[src/rtl/cpu_core_if.sv]
// Harvard bus bundle between cpu_core and its program ROM, data RAM and board IO.
// The core side uses the master modport; the board/memory side uses slave.
interface cpu_core_if;
  logic [15:0] instruction;
  logic [8:0]  instruction_addr;
  logic [7:0]  mem_load;
  logic        mem_en_store;
  logic        mem_en_load;
  logic [7:0]  mem_store;
  logic [9:0]  mem_addr;
  logic [7:0]  io_input;
  logic [7:0]  io_output;

  modport master (
    input  instruction, mem_load, io_input,
    output instruction_addr, mem_en_store, mem_en_load, mem_store, mem_addr, io_output
  );

  modport slave (
    output instruction, mem_load, io_input,
    input  instruction_addr, mem_en_store, mem_en_load, mem_store, mem_addr, io_output
  );
endinterface

[src/rtl/cpu_core.sv]
// Single-cycle 8-bit Harvard core: four registers, 9-bit PC, combinational ROM/RAM reads.
// Every instruction retires on the rising edge that ends its fetch cycle.
module cpu_core (
  input  logic       clk,
  input  logic       rst,
  cpu_core_if.master bus
);

  typedef enum logic [3:0] {
    OP_MOV = 4'h0, OP_LDI = 4'h1, OP_LD  = 4'h2, OP_ST  = 4'h3,
    OP_ADD = 4'h4, OP_SUB = 4'h5, OP_AND = 4'h6, OP_OR  = 4'h7,
    OP_XOR = 4'h8, OP_SHL = 4'h9, OP_SHR = 4'hA, OP_IN  = 4'hB,
    OP_OUT = 4'hC, OP_JMP = 4'hD, OP_JZ  = 4'hE, OP_JNZ = 4'hF
  } opcode_e;

  opcode_e     op_s;
  logic [1:0]  ra_s;
  logic [1:0]  rb_s;
  logic [7:0]  imm_s;
  logic [9:0]  addr_s;
  logic [8:0]  tgt_s;
  logic [2:0]  sh_s;

  logic [8:0]  pc_r;
  logic [8:0]  pc_seq_s;
  logic [8:0]  pc_next_s;
  logic [7:0]  regs_r [4];
  logic [7:0]  io_out_r;

  logic [7:0]  ra_val_s;
  logic [7:0]  rb_val_s;
  logic [7:0]  wr_data_s;
  logic        wr_en_s;
  logic        out_en_s;
  logic        ld_s;
  logic        st_s;

  assign op_s     = opcode_e'(bus.instruction[15:12]);
  assign ra_s     = bus.instruction[11:10];
  assign rb_s     = bus.instruction[9:8];
  assign imm_s    = bus.instruction[7:0];
  assign addr_s   = bus.instruction[9:0];
  assign tgt_s    = bus.instruction[8:0];
  assign sh_s     = bus.instruction[2:0];

  assign ra_val_s = regs_r[ra_s];
  assign rb_val_s = regs_r[rb_s];
  assign pc_seq_s = pc_r + 9'd1;

  // Decode and execute: register write-back value, next PC and memory strobes.
  always_comb begin
    wr_en_s   = 1'b0;
    wr_data_s = 8'h00;
    out_en_s  = 1'b0;
    ld_s      = 1'b0;
    st_s      = 1'b0;
    pc_next_s = pc_seq_s;
    case (op_s)
      OP_MOV: begin wr_en_s = 1'b1; wr_data_s = rb_val_s;               end
      OP_LDI: begin wr_en_s = 1'b1; wr_data_s = imm_s;                  end
      OP_LD:  begin wr_en_s = 1'b1; wr_data_s = bus.mem_load; ld_s = 1'b1; end
      OP_ST:  begin st_s    = 1'b1;                                     end
      OP_ADD: begin wr_en_s = 1'b1; wr_data_s = ra_val_s + rb_val_s;    end
      OP_SUB: begin wr_en_s = 1'b1; wr_data_s = ra_val_s - rb_val_s;    end
      OP_AND: begin wr_en_s = 1'b1; wr_data_s = ra_val_s & rb_val_s;    end
      OP_OR:  begin wr_en_s = 1'b1; wr_data_s = ra_val_s | rb_val_s;    end
      OP_XOR: begin wr_en_s = 1'b1; wr_data_s = ra_val_s ^ rb_val_s;    end
      OP_SHL: begin wr_en_s = 1'b1; wr_data_s = ra_val_s << sh_s;       end
      OP_SHR: begin wr_en_s = 1'b1; wr_data_s = ra_val_s >> sh_s;       end
      OP_IN:  begin wr_en_s = 1'b1; wr_data_s = bus.io_input;           end
      OP_OUT: begin out_en_s = 1'b1;                                    end
      OP_JMP: begin pc_next_s = tgt_s;                                  end
      OP_JZ: begin
        if (ra_val_s == 8'h00) pc_next_s = tgt_s;
        else                   pc_next_s = pc_seq_s;
      end
      OP_JNZ: begin
        if (ra_val_s != 8'h00) pc_next_s = tgt_s;
        else                   pc_next_s = pc_seq_s;
      end
      default: begin
        wr_en_s   = 1'b0;
        pc_next_s = pc_seq_s;
      end
    endcase
  end

  // RAM strobes are gated by reset so an aborted ST never reaches the array.
  assign bus.mem_en_load      = rst & ld_s;
  assign bus.mem_en_store     = rst & st_s;
  assign bus.mem_addr         = (ld_s | st_s) ? addr_s : 10'h000;
  assign bus.mem_store        = st_s ? ra_val_s : 8'h00;
  assign bus.instruction_addr = pc_r;
  assign bus.io_output        = io_out_r;

  // Architectural state; asserting reset discards whatever instruction is in flight.
  always_ff @(posedge clk or negedge rst) begin
    if (!rst) begin
      pc_r     <= 9'd0;
      io_out_r <= 8'h00;
      for (int i = 0; i < 4; i++) begin
        regs_r[i] <= 8'h00;
      end
    end else begin
      pc_r <= pc_next_s;
      if (wr_en_s) begin
        regs_r[ra_s] <= wr_data_s;
      end
      if (out_en_s) begin
        io_out_r <= ra_val_s;
      end
    end
  end

endmodule

[src/flat_wrapper.sv]
// flat-port wrapper written by rule: the top's interface ports become plain ports
module cpu_core_flat 
  (clk, rst, bus_instruction, bus_mem_load, bus_io_input, bus_instruction_addr, bus_mem_en_store, bus_mem_en_load, bus_mem_store, bus_mem_addr, bus_io_output);
  cpu_core_if bus_i ();
  input  logic clk;
  input  logic rst;
  input wire logic [$bits(bus_i.instruction)-1:0] bus_instruction;
  input wire logic [$bits(bus_i.mem_load)-1:0] bus_mem_load;
  input wire logic [$bits(bus_i.io_input)-1:0] bus_io_input;
  output wire logic [$bits(bus_i.instruction_addr)-1:0] bus_instruction_addr;
  output wire logic [$bits(bus_i.mem_en_store)-1:0] bus_mem_en_store;
  output wire logic [$bits(bus_i.mem_en_load)-1:0] bus_mem_en_load;
  output wire logic [$bits(bus_i.mem_store)-1:0] bus_mem_store;
  output wire logic [$bits(bus_i.mem_addr)-1:0] bus_mem_addr;
  output wire logic [$bits(bus_i.io_output)-1:0] bus_io_output;
  assign bus_i.instruction = bus_instruction;
  assign bus_i.mem_load = bus_mem_load;
  assign bus_i.io_input = bus_io_input;
  assign bus_instruction_addr = bus_i.instruction_addr;
  assign bus_mem_en_store = bus_i.mem_en_store;
  assign bus_mem_en_load = bus_i.mem_en_load;
  assign bus_mem_store = bus_i.mem_store;
  assign bus_mem_addr = bus_i.mem_addr;
  assign bus_io_output = bus_i.io_output;
  cpu_core u_core (.clk(clk), .rst(rst), .bus(bus_i));
endmodule
[config.mk]
export PLATFORM = sky130hd
export DESIGN_NAME = cpu_core_flat
export DESIGN_NICKNAME = d
export VERILOG_FILES = /design/src/rtl/cpu_core_if.sv /design/src/rtl/cpu_core.sv /design/src/flat_wrapper.sv
export SDC_FILE = /design/constraint.sdc
export NUM_CORES = 1
export LEC_CHECK = 0
export BUFFER_PORTS_ARGS = -buffer_cell sky130_fd_sc_hd__buf_2
export CAP_MARGIN = 20
export CORE_MARGIN = 5
export CORE_UTILIZATION = 28
export DETAILED_ROUTE_END_ITERATION = 10
export RECOVER_POWER = 25
export SKIP_CTS_REPAIR_TIMING = 1
export SLEW_MARGIN = 20
export SYNTH_ARGS = -nofsm -noshare
export SYNTH_HDL_FRONTEND = slang
export SYNTH_SLANG_ARGS = --single-unit
[constraint.sdc]
create_clock -name clk -period 4.3 [get_ports clk]
set_clock_uncertainty 0.05 [all_clocks]
set_input_delay 0.86 -clock clk [delete_from_list [all_inputs] [get_ports clk]]
set_output_delay 0.86 -clock clk [all_outputs]
set_load 0.02 [all_outputs]
After elaboration in Yosys (flattened, before gate mapping)

Index checks and enable logic that the tools add are counted.

Add/subtract/negate cells: 3
Magnitude comparators: 3
Equality and inequality tests: 15
Shift operators: 2
Mux-type cells: 19
Bitwise gates (word level): 8
Reduce and logical (&&, ||, !) cells: 5

Operator list:

| cell                                          | count |
|---|---|
| case mux 8 bit (11 select lines)              | 1 |
| 2-to-1 mux 8 bit                              | 6 |
| binary-select mux 8 bit (select 2 bit)        | 2 |
| bitwise mux 32 bit                            | 1 |
| == test 4 bit, second input constant          | 8 |
| case mux 9 bit (3 select lines)               | 1 |
| 2-to-1 mux 9 bit                              | 2 |
| demux 8 bit (select 2 bit)                    | 1 |
| == test 4 x 3 -> 1 bit, second input constant | 4 |
| OR reduction 11 bit                           | 1 |
| 2-to-1 mux 10 bit                             | 1 |
| adder 9 x 1 -> 9 bit, second input constant   | 1 |
| adder 8 bit                                   | 1 |
| AND 8 bit                                     | 1 |
| == test 4 x 2 -> 1 bit, second input constant | 2 |
| zero test 8 bit                               | 1 |
| OR 8 bit                                      | 1 |
| nonzero test 8 bit                            | 1 |
| << shifter 8 x 3 -> 8 bit                     | 1 |
| >> shifter 8 x 3 -> 8 bit                     | 1 |
| subtractor 8 bit                              | 1 |
| XOR 8 bit                                     | 1 |
| >= comparator 3 bit, second input constant    | 2 |
| NOT 2 -> 3 bit                                | 2 |
| other kinds (7)                               | 11 |

Register bits after elaboration: 49
Input port bits: 34
Output and inout bits: 37
Word-level logic and storage cells: 61

Logic depth before layout (Yosys ltp)

Depth in word-level cells: 7
Mapped depth: 14
Depth with buffers taken out: 13

Worst setup path before layout

No wires, ideal clock.

Kind: input-to-reg
Start: input bus_instruction[8]
End: register u_core.regs_r[28] (netlist name)
Library setup time: 0.125 ns
Arrival time: 3.610 ns
Data required time: 4.125 ns
Setup slack: 0.515 ns
Stages on the path: 13
Buffers on the path: 1
Cells stage by stage: buf_6 mux4_2 inv_1 ha_1 nor2_1 xnor2_1 ha_1 a21o_1 a21oi_1 xor2_1 o21ai_0 or4_4 mux2_2

Cells in the longest elaborated chain, start to end: 7
Elaborated cells on any way between the ends: 11
Classes of those cells: 2 x add/sub; 5 x mux; 4 x bitwise

RTL lines:

| item                                                   | RTL line          | source |
|---|---|---|
| start, declared                                        | flat_wrapper.sv:7 | `input wire logic [$bits(bus_i.instruction)-1:0] bus_instruction;` |
| NOT 2 -> 3 bit (not written as such) *                 | cpu_core.sv:47    | `assign rb_val_s = regs_r[rb_s];` |
| binary-select mux 8 bit (select 2 bit) *               | cpu_core.sv:47    |  |
| 2-to-1 mux 8 bit (not written as such) * (2 in series) | cpu_core.sv:47    |  |
| subtractor 8 bit (tied with other cells)               | cpu_core.sv:64    | `OP_SUB: begin wr_en_s = 1'b1; wr_data_s = ra_val_s - rb_val_s; end` |
| case mux 8 bit (11 select lines) *                     | cpu_core.sv:58    | `case (op_s)` |
| bitwise mux 32 bit *                                   | cpu_core.sv:107   | `regs_r[ra_s] <= wr_data_s;` |
| end signal, assigned by index                          | cpu_core.sv:107   |  |
| end, declared                                          | cpu_core.sv:27    | `logic [7:0] regs_r [4];` |

Every way passes the cells marked *; elsewhere a longest branch is shown, timed or not. The select of a mux whose other input is x is not followed.
A chain may end at the register's enable or synchronous reset.

Worst setup path after layout

Ends and elaborated chain as after synthesis.

==> key figures <==
Timing
  • Final worst path period need: 3.87 ns
  • Max Clock Freq: around 260 MHz
  • Finish-stage setup viols: 0
  • Final worst path period share: between 90% and 100%
  • Worst-margin pin slew: about 2.2 ns
  • Final hold violations: 0
  • Relative slew slack: -46.0%
  • RSZ-0062 raised after global routing: false
  • Final Max Tran Viols: 42
  • Setup tns final: 0 ns

Synthesis
  • Post-Syn Area: around 4600 µm²
  • Synth cell types: around 70
  • Synth async-reset ratio: between 90% and 100%
  • Synth area leader: dfrtp_1
  • Synth Instances: a little under 500
  • Ys Warns: 0
  • EDFF count, synth: 0
  • Sequential share of the synthesized area: 26.5%
  • Post-Syn Area per Cell: 9.40 µm²
  • Most frequent cells after synthesis: dfrtp_1 (49), nand2_1 (48), nor2_1 (36)
  • Post-synthesis net count: around 550
  • Synth top area cells: dfrtp_1 (26%), mux2_2 (8.5%), mux4_2 (6.8%)
  • Yosys top cell area share: a little over a quarter
  • Yosys reg bits: 49
  • Most frequent cell after synthesis: dfrtp_1
  • Top_reg_cell synth: dfrtp_1

Die
  • Number of I/O pins: 71
  • Core footprint: about 16,000 µm²
  • Die width: 139 µm
  • Row cnt: 47
  • Die area: ~19,000 µm²
  • Die Ht: 139 µm
  • Initial Utilization: between 20% and 30%

Critical path
  • Reg2reg start: u_core.regs_r[9]
  • CP required: between 4 and 5 ns
  • CP endpoint kind: flip-flop
  • Setup crit start: bus_instruction[8]
  • Arrival time worst endpoint: around 4.0 ns
  • Critical-path maximum fanout: 7
  • Type of origin of the critical path: primary input
  • WS Path Type: in2reg

Clock tree
  • Sink Count: 49
  • Clock slew at reported path FFs: around 0.07 ns
  • Num CTS Buffers: 5
  • Clk root buf: clkbuf_16
  • Max Buffers Root-to-Sink: 2
  • Number of H-tree levels: 2
  • CTS tree: done
  • Clock latency on the worst-skew pair: ~0.30 ns

Run status
  • Status: complete, but fails checks
  • Violations in the final reports: max-capacitance violations, max-slew violations

Detailed routing
  • Post-DRT Antenna Nets: 0
  • DRT Pass-1 Iters: 5
  • Residual DRC: 0
  • Vias per inst: around 5.3
  • First DRT Iteration DRCs: about 480
  • Via Count: 4,142
  • Final WL: 14,800 µm
  • Wire per inst: 18.9 µm

Final layout
  • Multi-input logic area: between 3000 and 4000 µm²
  • Final design utilization: between 30% and 40%
  • Diode count: 0
  • Final #Nets: 620
  • Sequential Area: about 1200 µm²
  • Share of layout cells above drive strength 1: 29.6%
  • Syn-to-layout area delta: 16.7%
  • # fillers: 1,722

Hold path
  • Hold Path Class: reg2reg
  • Hold Startpoint: u_core.bus.io_output[6]

Placement
  • Post-DP HPWL: around 12,000 µm
  • GP Congestion: between 0.9 and 1
  • Port Buffer Count: 70

Power
  • Internal power: 1920 µW
  • P_leak: between 0.002 and 0.0025 µW
  • Logic pwr share: between 60% and 70%
  • Sequential power share: between 20% and 30%
  • Sw power: ~1600 µW
  • Sw frac: 44.7%
  • Maximum VDD drop: roughly 0.26 mV
  • Clock share of power: approximately an eighth
  • Power Density: 643 nW/µm²

Global routing
  • Met2 usage: a little under a quarter
  • First-pass GRT wire length: approximately 23,000 µm
  • Initial antenna violation count: 0
  • Grt total ovfl: 0
  • Grt met1 use: between 20% and 30%
  • GRT Total Usage: between 10% and 20%
  • Largest net degree at the start of global routing: 42
  • Number of global-route vias before repair: just over 4,000
  • Met3 Use GR: under 10%
  • GRT busiest layer: met2

Job
  • Maxcap violations: 1
-- cell usage in the layout (no fill, tap or decap), types with 6 or more instances in the layout --
cell	n
mux2i_1	23
nor2_1	36
o21ai_0	22
a21oi_1	16
nand2_1	48
and2_1	12
mux2_2	35
nor3_1	10
nor2b_1	15
buf_4	17
xnor2_1	13
nor4_1	7
dfrtp_1	49
mux4_2	14
nand3b_1	6
buf_2	69
ha_1	25
nand2b_1	8
inv_1	20
nand3_1	19
mux2_4	8
-- power by group through the flow --
stage	sequential, µW	clock, µW	combinational [µW]
detailed placement	843	0	2170
global route	865	485	2380
CTS	834	467	2180
global placement	836	0	2150
finish	838	455	2180
floorplan	872	0	1530
-- cell type report --
type	count	share of cell area (%)
Clock buffer	6	2.38
Clock inverter	2	0.717
Inverter	24	1.67
Multi-Input combinational cell	392	58.6
Sequential cell	49	22.7
Tap cell	220	5.09
Timing Repair Buffer	88	8.89
-- flip-flops by register name, summed over array words and instances (netlist names) --
signal	cells
u_core.bus.instruction_addr	9
u_core.bus.io_output	8
u_core.regs_r	32
-- kinds of logic after synthesis --
logic type | synth area share (%)
simple gates | 19.5
xor+xnor | 3.75
flops | 26.5
fa+ha+maj | 7.19
compound gates | 12.9
buf+inv | 5.16
mux | 25.0
-- worst max-delay path, stage by stage --
cell,delay [ns]
buf_2,0.23
mux4_2,0.64
inv_1,0.11
ha_1,0.20
nor2_1,0.07
xnor2_1,0.12
ha_1,0.33
a21o_1,0.18
a21oi_1,0.23
xor2_1,0.17
o21ai_0,0.10
or4_4,0.47
mux2_2,0.28
-- metrics by stage --
step           std cells  area [µm²]  setup WS (ns)  total power (µW)  hold slack, ns
2_1_floorplan        493        4630          0.515              2400           0.438
3_3_place_gp         773        5240          0.157              2990           0.407
3_5_place_dp         773        5240          0.128              3010           0.419
4_1_cts              781        5410          0.437              3480           0.373
5_1_grt              781        5410          0.275              3730           0.468
6_report             781        5410          0.429              3480           0.431
-- worst paths after layout --
path,end,slack (ns),cells past startpoint
worst max-delay path,u_core.regs_r[28],0.43,13
worst min-delay path,u_core.bus.io_output[6],0.43,2
worst max register to register,u_core.regs_r[28],0.86,12
worst min register to register,u_core.bus.io_output[6],0.43,2
max in group asynchronous,u_core.regs_r[30],1.23,2
min in group asynchronous,u_core.bus.instruction_addr[1],0.50,1
-- metal layers --
layer | part of all wire [%] | up-vias | wire length [µm]
met1 | 45 | 2011 | 6720
met2 | 44 | 183 | 6550
li1 | - | 1928 | -
met3 | 8.5 | 20 | 1250
met4 | 1.7 | 0 | 248
met5 | 0 | - | 0
Note: power is estimated with default switching activity, not from simulation.
